<file path="config.mk">
export PLATFORM = sky130hd
export DESIGN_NAME = octal_bin_enc
export DESIGN_NICKNAME = d
export VERILOG_FILES = /design/src/rtl/octal_bin_enc.sv
export SDC_FILE = /design/constraint.sdc
export NUM_CORES = 1
export LEC_CHECK = 0
export BUFFER_PORTS_ARGS = -buffer_cell sky130_fd_sc_hd__buf_2
export CAP_MARGIN = 25
export CORE_AREA = 2 2 39 41
export CTS_BUF_LIST = sky130_fd_sc_hd__clkbuf_4
export DETAILED_ROUTE_END_ITERATION = 16
export DIE_AREA = 0 0 41 43
export HOLD_SLACK_MARGIN = 0.1
export PLACE_DENSITY = 0.5
export SYNTH_ARGS = -nofsm -noshare
export SYNTH_HDL_FRONTEND = slang
export SYNTH_SLANG_ARGS = --single-unit
</file>
<file path="constraint.sdc">
create_clock -name clk -period 1.09 [get_ports clk]
set_clock_uncertainty 0.1 [all_clocks]
set_input_delay 0.218 -clock clk [delete_from_list [all_inputs] [get_ports clk]]
set_output_delay 0.218 -clock clk [all_outputs]
set_load 0.005 [all_outputs]
</file>
<file path="src/rtl/octal_bin_enc.sv">
// Registered 8-to-3 (octal-to-binary) encoder.
//
// Converts an 8-bit one-hot input into the 3-bit binary index of the set bit.
// It also flags whether any bit was set (valid) and whether more than one was set (err).
// When several bits are set, PRIORITY_MSB picks the winner:
//   1 -> the highest set bit, 0 -> the lowest set bit.
// All outputs are registered, so there is one cycle of latency and no combinational path
// from the input to any output.
//
// Ports:
//   clk      - rising-edge clock
//   rst_n    - asynchronous active-low reset
//   in_i     - one-hot octal input; bit k set means code k
//   out_o    - registered binary index of the winning set bit
//   valid_o  - registered; at least one bit was set in the sampled input
//   err_o    - registered; more than one bit was set in the sampled input

module octal_bin_enc #(
    parameter bit PRIORITY_MSB = 1'b1
) (
    input  logic       clk,
    input  logic       rst_n,
    input  logic [7:0] in_i,
    output logic [2:0] out_o,
    output logic       valid_o,
    output logic       err_o
);

    logic [2:0] out_d, out_q;
    logic       valid_d, valid_q;
    logic       err_d, err_q;

    always_comb begin
        out_d = 3'b000;
        if (PRIORITY_MSB) begin
            // Ascending scan: the last set bit seen is the highest one.
            for (int i = 0; i < 8; i++) begin
                if (in_i[i]) out_d = 3'(i);
            end
        end else begin
            // Descending scan: the last set bit seen is the lowest one.
            for (int i = 7; i >= 0; i--) begin
                if (in_i[i]) out_d = 3'(i);
            end
        end
        valid_d = |in_i;
        // Clearing the lowest set bit leaves something behind only when the input is multi-hot.
        err_d   = |(in_i & (in_i - 8'd1));
    end

    always_ff @(posedge clk or negedge rst_n) begin
        if (!rst_n) begin
            out_q   <= 3'b000;
            valid_q <= 1'b0;
            err_q   <= 1'b0;
        end else begin
            out_q   <= out_d;
            valid_q <= valid_d;
            err_q   <= err_d;
        end
    end

    assign out_o   = out_q;
    assign valid_o = valid_q;
    assign err_o   = err_q;

endmodule

</file>
==> results of run 1 <==
==> state kept, by name (all words and copies together), names as in the netlist <==
signal and flops:
err_o 1, out_o 3, valid_o 1
==> per-layer routing <==
layer,part of all wire,track usage,vias to the layer above
li1,-,-,142
met1,0.43,0.1323,123
met2,0.47,0.1313,15
met3,0.098,0.01571,0
met4,0,0.08000,0
met5,0,0,-
==> Yosys cell counts (2+ instances only) <==
cell type and instances:
nand2_1 2, nor3_1 2, dfrtp_1 5, nand2b_1 2, nor2_1 4
==> metrics by stage <==
step	hold slack, ns	setup TNS (ns)	utilization	setup slack, ns
2_1_floorplan	-0.1776	0	-	0.01273
3_3_place_gp	-0.06494	-0.2515	0.2776	-0.2074
3_5_place_dp	-0.06257	-0.2261	0.2776	-0.2078
4_1_cts	0.1203	0	0.3065	0.03770
5_1_grt	0.1417	0	0.3282	0.006416
6_report	0.1318	0	0.3282	0.06449
==> what timing repair did <==
action,CTS,global route
hold buffers,1,0
setup buffers,0,1
hold endpoints to repair,5,0
gates resized for setup,0,6
setup endpoints to repair,0,1
==> cells by family (layout without fill, tap and decap cells) <==
kind of cell / count (synthesis) / count (layout) / synth area share
and+or+nand+nor: 14 / 14 / 0.3268
AOI/OAI and AO/OA: 5 / 5 / 0.1317
DFF: 5 / 5 / 0.4878
adders and majority gates: 1 / 1 / 0.03903
buffers and inverters: 1 / 26 / 0.01462
==> power by group <==
part | switching, mW | internal (mW) | total [mW]
sequential | 0.00121 | 0.193 | 0.194
combinational | 0.0418 | 0.0472 | 0.0891
clock | 0.0742 | 0.163 | 0.237
total | 0.117 | 0.403 | 0.520
==> cell type report <==
class	instances	area, sq um	share of cell area
Timing Repair Buffer	21	137.6	0.3030
Inverter	1	3.754	0.008264
Multi-Input combinational cell	20	137.6	0.3030
Tap cell	16	20.02	0.04408
Clock buffer	4	30.03	0.06612
Sequential cell	5	125.1	0.2755
==> layout by cell type, fill, tap and decap left out <==
master         netlist  routed
clkbuf_4             0       4
nor3_1               2       1
nor3_2               0       1
nor4_1               1       1
buf_2                0      12
o21ai_0              1       1
inv_1                1       1
nor2_1               4       4
buf_4                0       6
dlygate4sd3_1        0       1
nand2_1              2       2
maj3_1               1       1
buf_6                0       2
dfrtp_1              5       5
o32ai_1              1       1
nor4_4               1       1
nor2b_1              1       1
nand2b_1             2       2
nand3_1              1       1
a21oi_1              1       1
o21bai_1             1       1
a211oi_2             0       1
==> worst max-delay path by stage <==
stage	start	to	slack (ns)	cells past startpoint
2_1_floorplan	in_i[0]	err_o	0.01	4
3_3_place_gp	in_i[0]	err_o	-0.21	5
3_5_place_dp	in_i[0]	err_o	-0.21	5
4_1_cts	in_i[0]	err_o	0.04	5
5_1_grt	in_i[1]	err_o	0.006	5
6_report	out_o[0]	out_o[0]	0.06	1
==> results.sh, run 1 <==
export IMPL_ys_ff_latch=5
export IMPL_numCtsBuffers=3
export IMPL_yosys_area_top_type_share=0.4878
export IMPL_pin_count=15
export IMPL_timing_fmax_mhz=975.1
export IMPL_antenna_found_initial=0
export IMPL_syn_to_final_growth_pct=77.07
export IMPL_syn_num_nets=36
export IMPL_clk_pin_slew_ns=0.04
export IMPL_cts_root_buffer="clkbuf_4"
export IMPL_synth_cells=26
export IMPL_synth_top_cell_by_area="dfrtp_1"
export IMPL_seq_area_frac_synth=0.4878
export IMPL_overflow=0
export IMPL_ys_async_sr_fraction=1.000
export IMPL_syn_area_per_cell_sq_um=9.865
export IMPL_crit_slowest_cell="dfrtp_1"
export IMPL_cap_violations=0
export IMPL_io_buffers=14
export IMPL_status="finished, final reports clean"
export IMPL_max_vdd_ir_drop_v=0.0002615
export IMPL_dp_hpwl_um=523.2
export IMPL_total_power_mw=0.5201
export IMPL_fp_dieH_um=43
export IMPL_drtAntennaViolNets=0
export IMPL_worst_ep_arrival_time_ns=0.71
export IMPL_ys_top_cells_by_area="dfrtp_1 (49%), nor4_4 (8.3%), nor2_1 (5.9%), nand2b_1 (4.9%), maj3_1 (3.9%)"
export IMPL_rsz0062_at_grt="false"
export IMPL_grt_pass1_vias=303
export IMPL_layoutNonFillerInstCount=67
export IMPL_antennaDiodeCount=0
export IMPL_wl_um=622
export IMPL_dieArea_sq_um=1763
export IMPL_final_area_sq_um=454.2
export IMPL_cp_start_kind="flip-flop"
export IMPL_start_util=0.1854
export IMPL_whs_path_depth=2
export IMPL_path_buf_inv=1
export IMPL_critPathKind="flip-flop to output pin"
export IMPL_critPathTopFamily="flip-flops"
export IMPL_setup_violations=0
export IMPL_place_area_sq_um=384.1
export IMPL_crit_chain="buf_2"
export IMPL_place_congestion=0.6736
export IMPL_grt_start_max_net_pins=6
export IMPL_post_place_cells=61
export IMPL_viasPerCell=4.179
export IMPL_cts_tree="built"
export IMPL_drtIter0Drc=2
export IMPL_hold_path_class="primary input to flip-flop"
export IMPL_cp_max_fo=1
export IMPL_finalHoldViolations=0
export IMPL_via_count=280
export IMPL_fillCellCount=153
export IMPL_clock_path_buffers=2
export IMPL_end_kind="output pin"
export IMPL_synth_area_sq_um=256.5
export IMPL_drive_gt1_frac=0.5294
export IMPL_grtUsageTotal=0.09849
export IMPL_cp_required_ns=0.77
export IMPL_slew_headroom=0.8338
export IMPL_min_to="out_o[0]"
export IMPL_wl_per_cell_um=9.284
export IMPL_h_tree_depth=1
export IMPL_drc=0
export IMPL_critPathMaxStageDelay_ns=0.35
export IMPL_ys_flop_type="dfrtp_1"
export IMPL_p_per_area_nw_per_um2=1145
export IMPL_period_needed_ns=1.026
export IMPL_fin_crit_sh=0.9408
export IMPL_core_sq_um=1384
export IMPL_die_w_um=41
export IMPL_cts_num_sinks=5
export IMPL_ys_warn_count=0
export IMPL_cellLeakagePower_nw=0.1905
export IMPL_worstHoldStart="in_i[7]"
export IMPL_synth_distinct_cells=16
export IMPL_grt_first_pass_wirelength_um=1186
export IMPL_drv_slew=0
export IMPL_first_pass_iters=4
export IMPL_nets=62
export IMPL_worst_pin_slew_ns=0.2474
export IMPL_synth_edf_count=0
export IMPL_rows=14
Note: power is estimated with default switching activity, not from simulation.
==> inputs of run 2 (changes only) <==
--- a/config.mk
+++ b/config.mk
@@ -13,6 +13,7 @@
 export DIE_AREA = 0 0 41 43
 export HOLD_SLACK_MARGIN = 0.1
 export PLACE_DENSITY = 0.5
+export REMOVE_ABC_BUFFERS = 1
 export SYNTH_ARGS = -nofsm -noshare
 export SYNTH_HDL_FRONTEND = slang
 export SYNTH_SLANG_ARGS = --single-unit
==> run 2 against run 1 <==
  * Worst setup slack got worse by 0.055 ns
  * Sequential power hardly changed
  * Hold slack improved by 0.0012 ns
  * Power decreased by 0.63%
  * Routed wire length grew 11%
  * Final cell count stayed put
  * Critical endpoint is now err_o
==> results.sh, run 2 (synthesis results as in run 1) <==
export IMPL_cellLeakagePower_nw=0.1922
export IMPL_grtUsageTotal=0.08333
export IMPL_layout_commonest_cell="buf_2"
export IMPL_crit_chain="buf_6, nor4_4, nand2b_1, a211oi_2, o32ai_2"
export IMPL_worst_pin_slew_ns=0.2483
export IMPL_setup_violations=0
export IMPL_drc=0
export IMPL_crit_slowest_cell="nor4_4"
export IMPL_drtAntennaViolNets=0
export IMPL_cts_root_buffer="clkbuf_4"
export IMPL_critPathMaxStageDelay_ns=0.30
export IMPL_drtIter0Drc=3
export IMPL_cp_required_ns=1.09
export IMPL_overflow=0
export IMPL_wl_um=690
export IMPL_fin_hold_ws_ns=0.1330
export IMPL_clk_pin_slew_ns=0.04
export IMPL_drv_slew=0
export IMPL_rsz0062_at_grt="true"
export IMPL_numCtsBuffers=3
export IMPL_cts_tree="built"
export IMPL_final_area_sq_um=467.9
export IMPL_wl_per_cell_um=10.30
export IMPL_die_w_um=41
export IMPL_grt_start_max_net_pins=6
export IMPL_hold_path_class="primary input to flip-flop"
export IMPL_timing_fmax_mhz=925.2
export IMPL_fin_crit_sh=0.9916
export IMPL_antennaDiodeCount=0
export IMPL_grt_first_pass_wirelength_um=979
export IMPL_syn_to_final_growth_pct=82.44
export IMPL_critPathKind="primary input to flip-flop"
export IMPL_worst_ep_arrival_time_ns=1.08
export IMPL_drive_gt1_frac=0.5686
export IMPL_place_area_sq_um=376.6
export IMPL_clock_path_buffers=2
export IMPL_antenna_found_initial=0
export IMPL_cts_num_sinks=5
export IMPL_cp_start_kind="primary input"
export IMPL_rows=14
export IMPL_nets=62
export IMPL_slew_headroom=0.8332
export IMPL_largest_reg_flops=3
export IMPL_cap_violations=0
export IMPL_p_per_area_nw_per_um2=1104
export IMPL_via_count=288
export IMPL_dieArea_sq_um=1763
export IMPL_crit_start="in_i[1]"
export IMPL_h_tree_depth=1
export IMPL_grt_pass1_vias=247
export IMPL_utilization=0.3382
export IMPL_core_sq_um=1384
export IMPL_cp_max_fo=3
export IMPL_status="finished, final reports clean"
export IMPL_viasPerCell=4.299
export IMPL_max_vdd_ir_drop_v=0.0002722
export IMPL_io_buffers=14
export IMPL_pin_count=15
export IMPL_fp_dieH_um=43
export IMPL_start_util=0.1854
export IMPL_final_cell_mix="buf_2 (12), buf_4 (6), dfrtp_1 (5)"
export IMPL_place_congestion=0.7770
export IMPL_first_pass_iters=3
export IMPL_period_needed_ns=1.081
export IMPL_finalHoldViolations=0
export IMPL_end_kind="flip-flop"
export IMPL_worstHoldStart="in_i[7]"
export IMPL_dp_hpwl_um=480.3
-- run 2: area by class of cell --
type	count	area, sq um
clock buffers	4	30.03
fillers	149	915.9
inverters	1	3.754
multi-input cells	20	151.4
flip-flops and latches	5	125.1
well taps	16	20.02
repair buffers	21	137.6
-- run 2: power by group --
group | total, mW | leakage (nW) | internal [mW] | switching, mW
registers | 0.194 | 0.0476 | 0.193 | 0.00130
clock network | 0.231 | 0.0184 | 0.163 | 0.0681
logic | 0.0921 | 0.126 | 0.0474 | 0.0447
-- run 2: layer usage --
metal | up-vias | GRT usage | wire (um) | part of all wire
li1 | 142 | - | - | -
met1 | 131 | 0.1029 | 269 | 0.39
met2 | 15 | 0.1094 | 354 | 0.51
met3 | 0 | 0.02094 | 66 | 0.096
met4 | 0 | 0.08000 | 0 | 0
met5 | - | 0 | 0 | 0
-- run 2: metrics by stage --
| step | power [mW] | TNS, ns | std cells | setup WS, ns |
|---|---|---|---|---|
| after floorplan | 0.2197 | -0.04336 | 26 | -0.04336 |
| after global placement | 0.2729 | -0.2534 | 60 | -0.2534 |
| after detailed placement | 0.2727 | -0.2590 | 60 | -0.2585 |
| after CTS | 0.5174 | 0 | 66 | 0.002173 |
| after global routing | 0.5448 | -0.07049 | 67 | -0.07049 |
| final | 0.5168 | 0 | 67 | 0.009201 |
-- run 2: repair_timing --
action / 4_1_cts / 5_1_grt
buffers inserted: 1 / 1
pin swaps: 1 / 3
resized for setup: 1 / 6
hold buffers: 1 / 0
hold endpoints to repair: 5 / 0
setup endpoints to repair: 1 / 1
-- run 2: path summary, 6_finish.rpt --
check | depth (start not counted) | end
min in group asynchronous | 2 | valid_o
setup / recovery | 5 | err_o
max in group asynchronous | 2 | err_o
hold / removal | 2 | out_o[0]
-- run 2: critical path, delay by kind of cell --
kind,cells,cell delay (ns)
buffers and inverters,1,0.10
AOI/OAI and AO/OA,2,0.32
and+or+nand+nor,2,0.45
==> inputs of run 3 (changes only) <==
--- a/config.mk
+++ b/config.mk
@@ -7,12 +7,15 @@
 export LEC_CHECK = 0
 export BUFFER_PORTS_ARGS = -buffer_cell sky130_fd_sc_hd__buf_2
 export CAP_MARGIN = 25
+export CELL_PAD_IN_SITES_DETAIL_PLACEMENT = 1
+export CELL_PAD_IN_SITES_GLOBAL_PLACEMENT = 1
 export CORE_AREA = 2 2 39 41
 export CTS_BUF_LIST = sky130_fd_sc_hd__clkbuf_4
+export CTS_CLUSTER_DIAMETER = 150
 export DETAILED_ROUTE_END_ITERATION = 16
 export DIE_AREA = 0 0 41 43
 export HOLD_SLACK_MARGIN = 0.1
-export PLACE_DENSITY = 0.5
+export PLACE_DENSITY = 0.62
 export REMOVE_ABC_BUFFERS = 1
 export SYNTH_ARGS = -nofsm -noshare
 export SYNTH_HDL_FRONTEND = slang
==> run 3 against run 2 <==
  * Via count decreased by 6.9%
  * Maximum frequency increased by 5.4%
  * Combinational power decreased by 8.1%
  * Clock power about the same
  * Final cell count decreased by 4.5%
  * Count of clock-buffer cells in the layout unchanged
  * Sequential power about the same
  * Non-clock buffer count decreased by 3
  * Largest cell class unchanged
  * Critical endpoint unchanged
  * First-iteration DRC count decreased by 67%
  * Global-route usage increased by 0.29 points
==> results.sh, run 3 (synthesis results as in run 1) <==
export IMPL_cp_max_fo=3
export IMPL_worst_pin_slew_ns=0.2447
export IMPL_pre_cts_ws_ns=-0.2467
export IMPL_max_vdd_ir_drop_v=0.0002687
export IMPL_drv_slew=0
export IMPL_total_power_mw=0.5072
export IMPL_top_layer_used="met3"
export IMPL_numCtsBuffers=3
export IMPL_nets=59
export IMPL_cts_setup_buffers=0
export IMPL_min_to="valid_o"
export IMPL_slew_headroom=0.8356
export IMPL_grt_start_max_net_pins=6
export IMPL_wl_met2_um=293
export IMPL_fin_crit_sh=0.9405
export IMPL_wl_met1_um=229
export IMPL_core_sq_um=1384
export IMPL_final_cell_mix="buf_2 (12), dfrtp_1 (5), nor2_1 (4), clkbuf_4 (4), buf_4 (3)"
export IMPL_fp_dieH_um=43
export IMPL_die_w_um=41
export IMPL_fillCellCount=167
export IMPL_layout_setup_ws_ns=0.06489
export IMPL_whs_path_depth=3
export IMPL_syn_to_final_growth_pct=69.76
export IMPL_grtUsageTotal=0.08626
export IMPL_critPathKind="primary input to flip-flop"
export IMPL_drtIter0Drc=1
export IMPL_pin_count=15
export IMPL_cts_root_buffer="clkbuf_4"
export IMPL_largest_reg_flops=3
export IMPL_dieArea_sq_um=1763
export IMPL_first_pass_iters=3
export IMPL_cellLeakagePower_nw=0.1763
export IMPL_crit_chain="buf_8, nor4_4, nand2b_1, a211oi_2, o32ai_1"
export IMPL_drc=0
export IMPL_clock_path_buffers=2
export IMPL_io_buffers=14
export IMPL_wl_met3_um=52
export IMPL_worst_ep_arrival_time_ns=1.03
export IMPL_cap_violations=0
export IMPL_start_util=0.1854
export IMPL_dp_hpwl_um=514.1
export IMPL_grt_pass1_vias=251
export IMPL_layoutNonFillerInstCount=64
export IMPL_place_congestion=0.6901
export IMPL_crit_slowest_cell="nor4_4"
export IMPL_cp_required_ns=1.10
export IMPL_overflow=0
export IMPL_cts_tree="built"
export IMPL_rows=14
export IMPL_status="finished, final reports clean"
export IMPL_p_per_area_nw_per_um2=1165
export IMPL_post_place_cells=59
export IMPL_via_count=268
export IMPL_h_tree_depth=1
export IMPL_clk_pin_slew_ns=0.04
export IMPL_path_buf_inv=1
export IMPL_wl_per_cell_um=8.984
export IMPL_drive_gt1_frac=0.5000
export IMPL_cts_num_sinks=5
export IMPL_end_kind="flip-flop"
export IMPL_timing_fmax_mhz=975.5
export IMPL_period_needed_ns=1.025
export IMPL_utilization=0.3146
export IMPL_antennaDiodeCount=0
export IMPL_setup_violations=0
export IMPL_drtAntennaViolNets=0
export IMPL_finalSetupTns_ns=0
export IMPL_cp_start_kind="primary input"
export IMPL_rsz0062_at_grt="true"
export IMPL_finalHoldViolations=0
export IMPL_antenna_found_initial=0
export IMPL_critPathTopFamily="simple AND/OR/NAND/NOR gates"
export IMPL_worstHoldStart="in_i[1]"
export IMPL_wl_um=575
export IMPL_viasPerCell=4.188
export IMPL_grt_first_pass_wirelength_um=1048
export IMPL_hold_path_class="primary input to flip-flop"
export IMPL_critPathMaxStageDelay_ns=0.30
export IMPL_layout_commonest_cell="buf_2"
==> run 3: cell types whose count changed in the layout (fill, tap and decap cells not counted), sizes merged <==
cell  previous run  this run
buf             20        17
==> run 3: power breakdown <==
part / internal [mW] / switching, mW
clock: 0.163 / 0.0661
combinational: 0.0443 / 0.0403
sequential: 0.193 / 0.00130
==> run 3: worst max path at each step <==
stage,startpoint,to,slack [ns],cells past startpoint
2_1_floorplan,in_i[1],err_o,-0.04,4
3_3_place_gp,in_i[1],err_o,-0.23,5
3_5_place_dp,in_i[1],err_o,-0.25,5
4_1_cts,in_i[0],err_o,0.05,5
5_1_grt,in_i[1],err_o,-0.04,5
6_report,in_i[1],err_o,0.06,5
==> run 3: timing repair <==
action	4_1_cts	5_1_grt
hold buffers	1	0
endpoints found under the hold margin	5	0
gates resized for setup	1	6
pin swaps	2	1
setup endpoints to repair	1	1
==> run 3: area by class of cell <==
class,count,area [sq um],area share
tap,16,20.02,0.04598
inverter,1,3.754,0.008621
multi-input combinational,20,137.6,0.3161
timing repair buffer,18,118.9,0.2730
clock buffer,4,30.03,0.06897
sequential,5,125.1,0.2874
==> run 3: routing by layer <==
metal	GRT usage	vias up
met3	0.01571	0
met1	0.1218	120
met5	0	-
li1	-	137
met2	0.1125	11
met4	0.06000	0
==> run 3: worst min-delay path, delay by kind of cell <==
kind          cells  cell delay [ns]
buf+inv           1             0.08
simple gates      2             0.10
==> run 3: per-stage QoR <==
step | cell area [sq um] | hold slack (ns)
floorplan | 256.5 | -0.1776
global placement | 369.1 | -0.06679
detailed placement | 369.1 | -0.06185
CTS | 414.1 | 0.1278
global route | 435.4 | 0.1148
finish | 435.4 | 0.09406
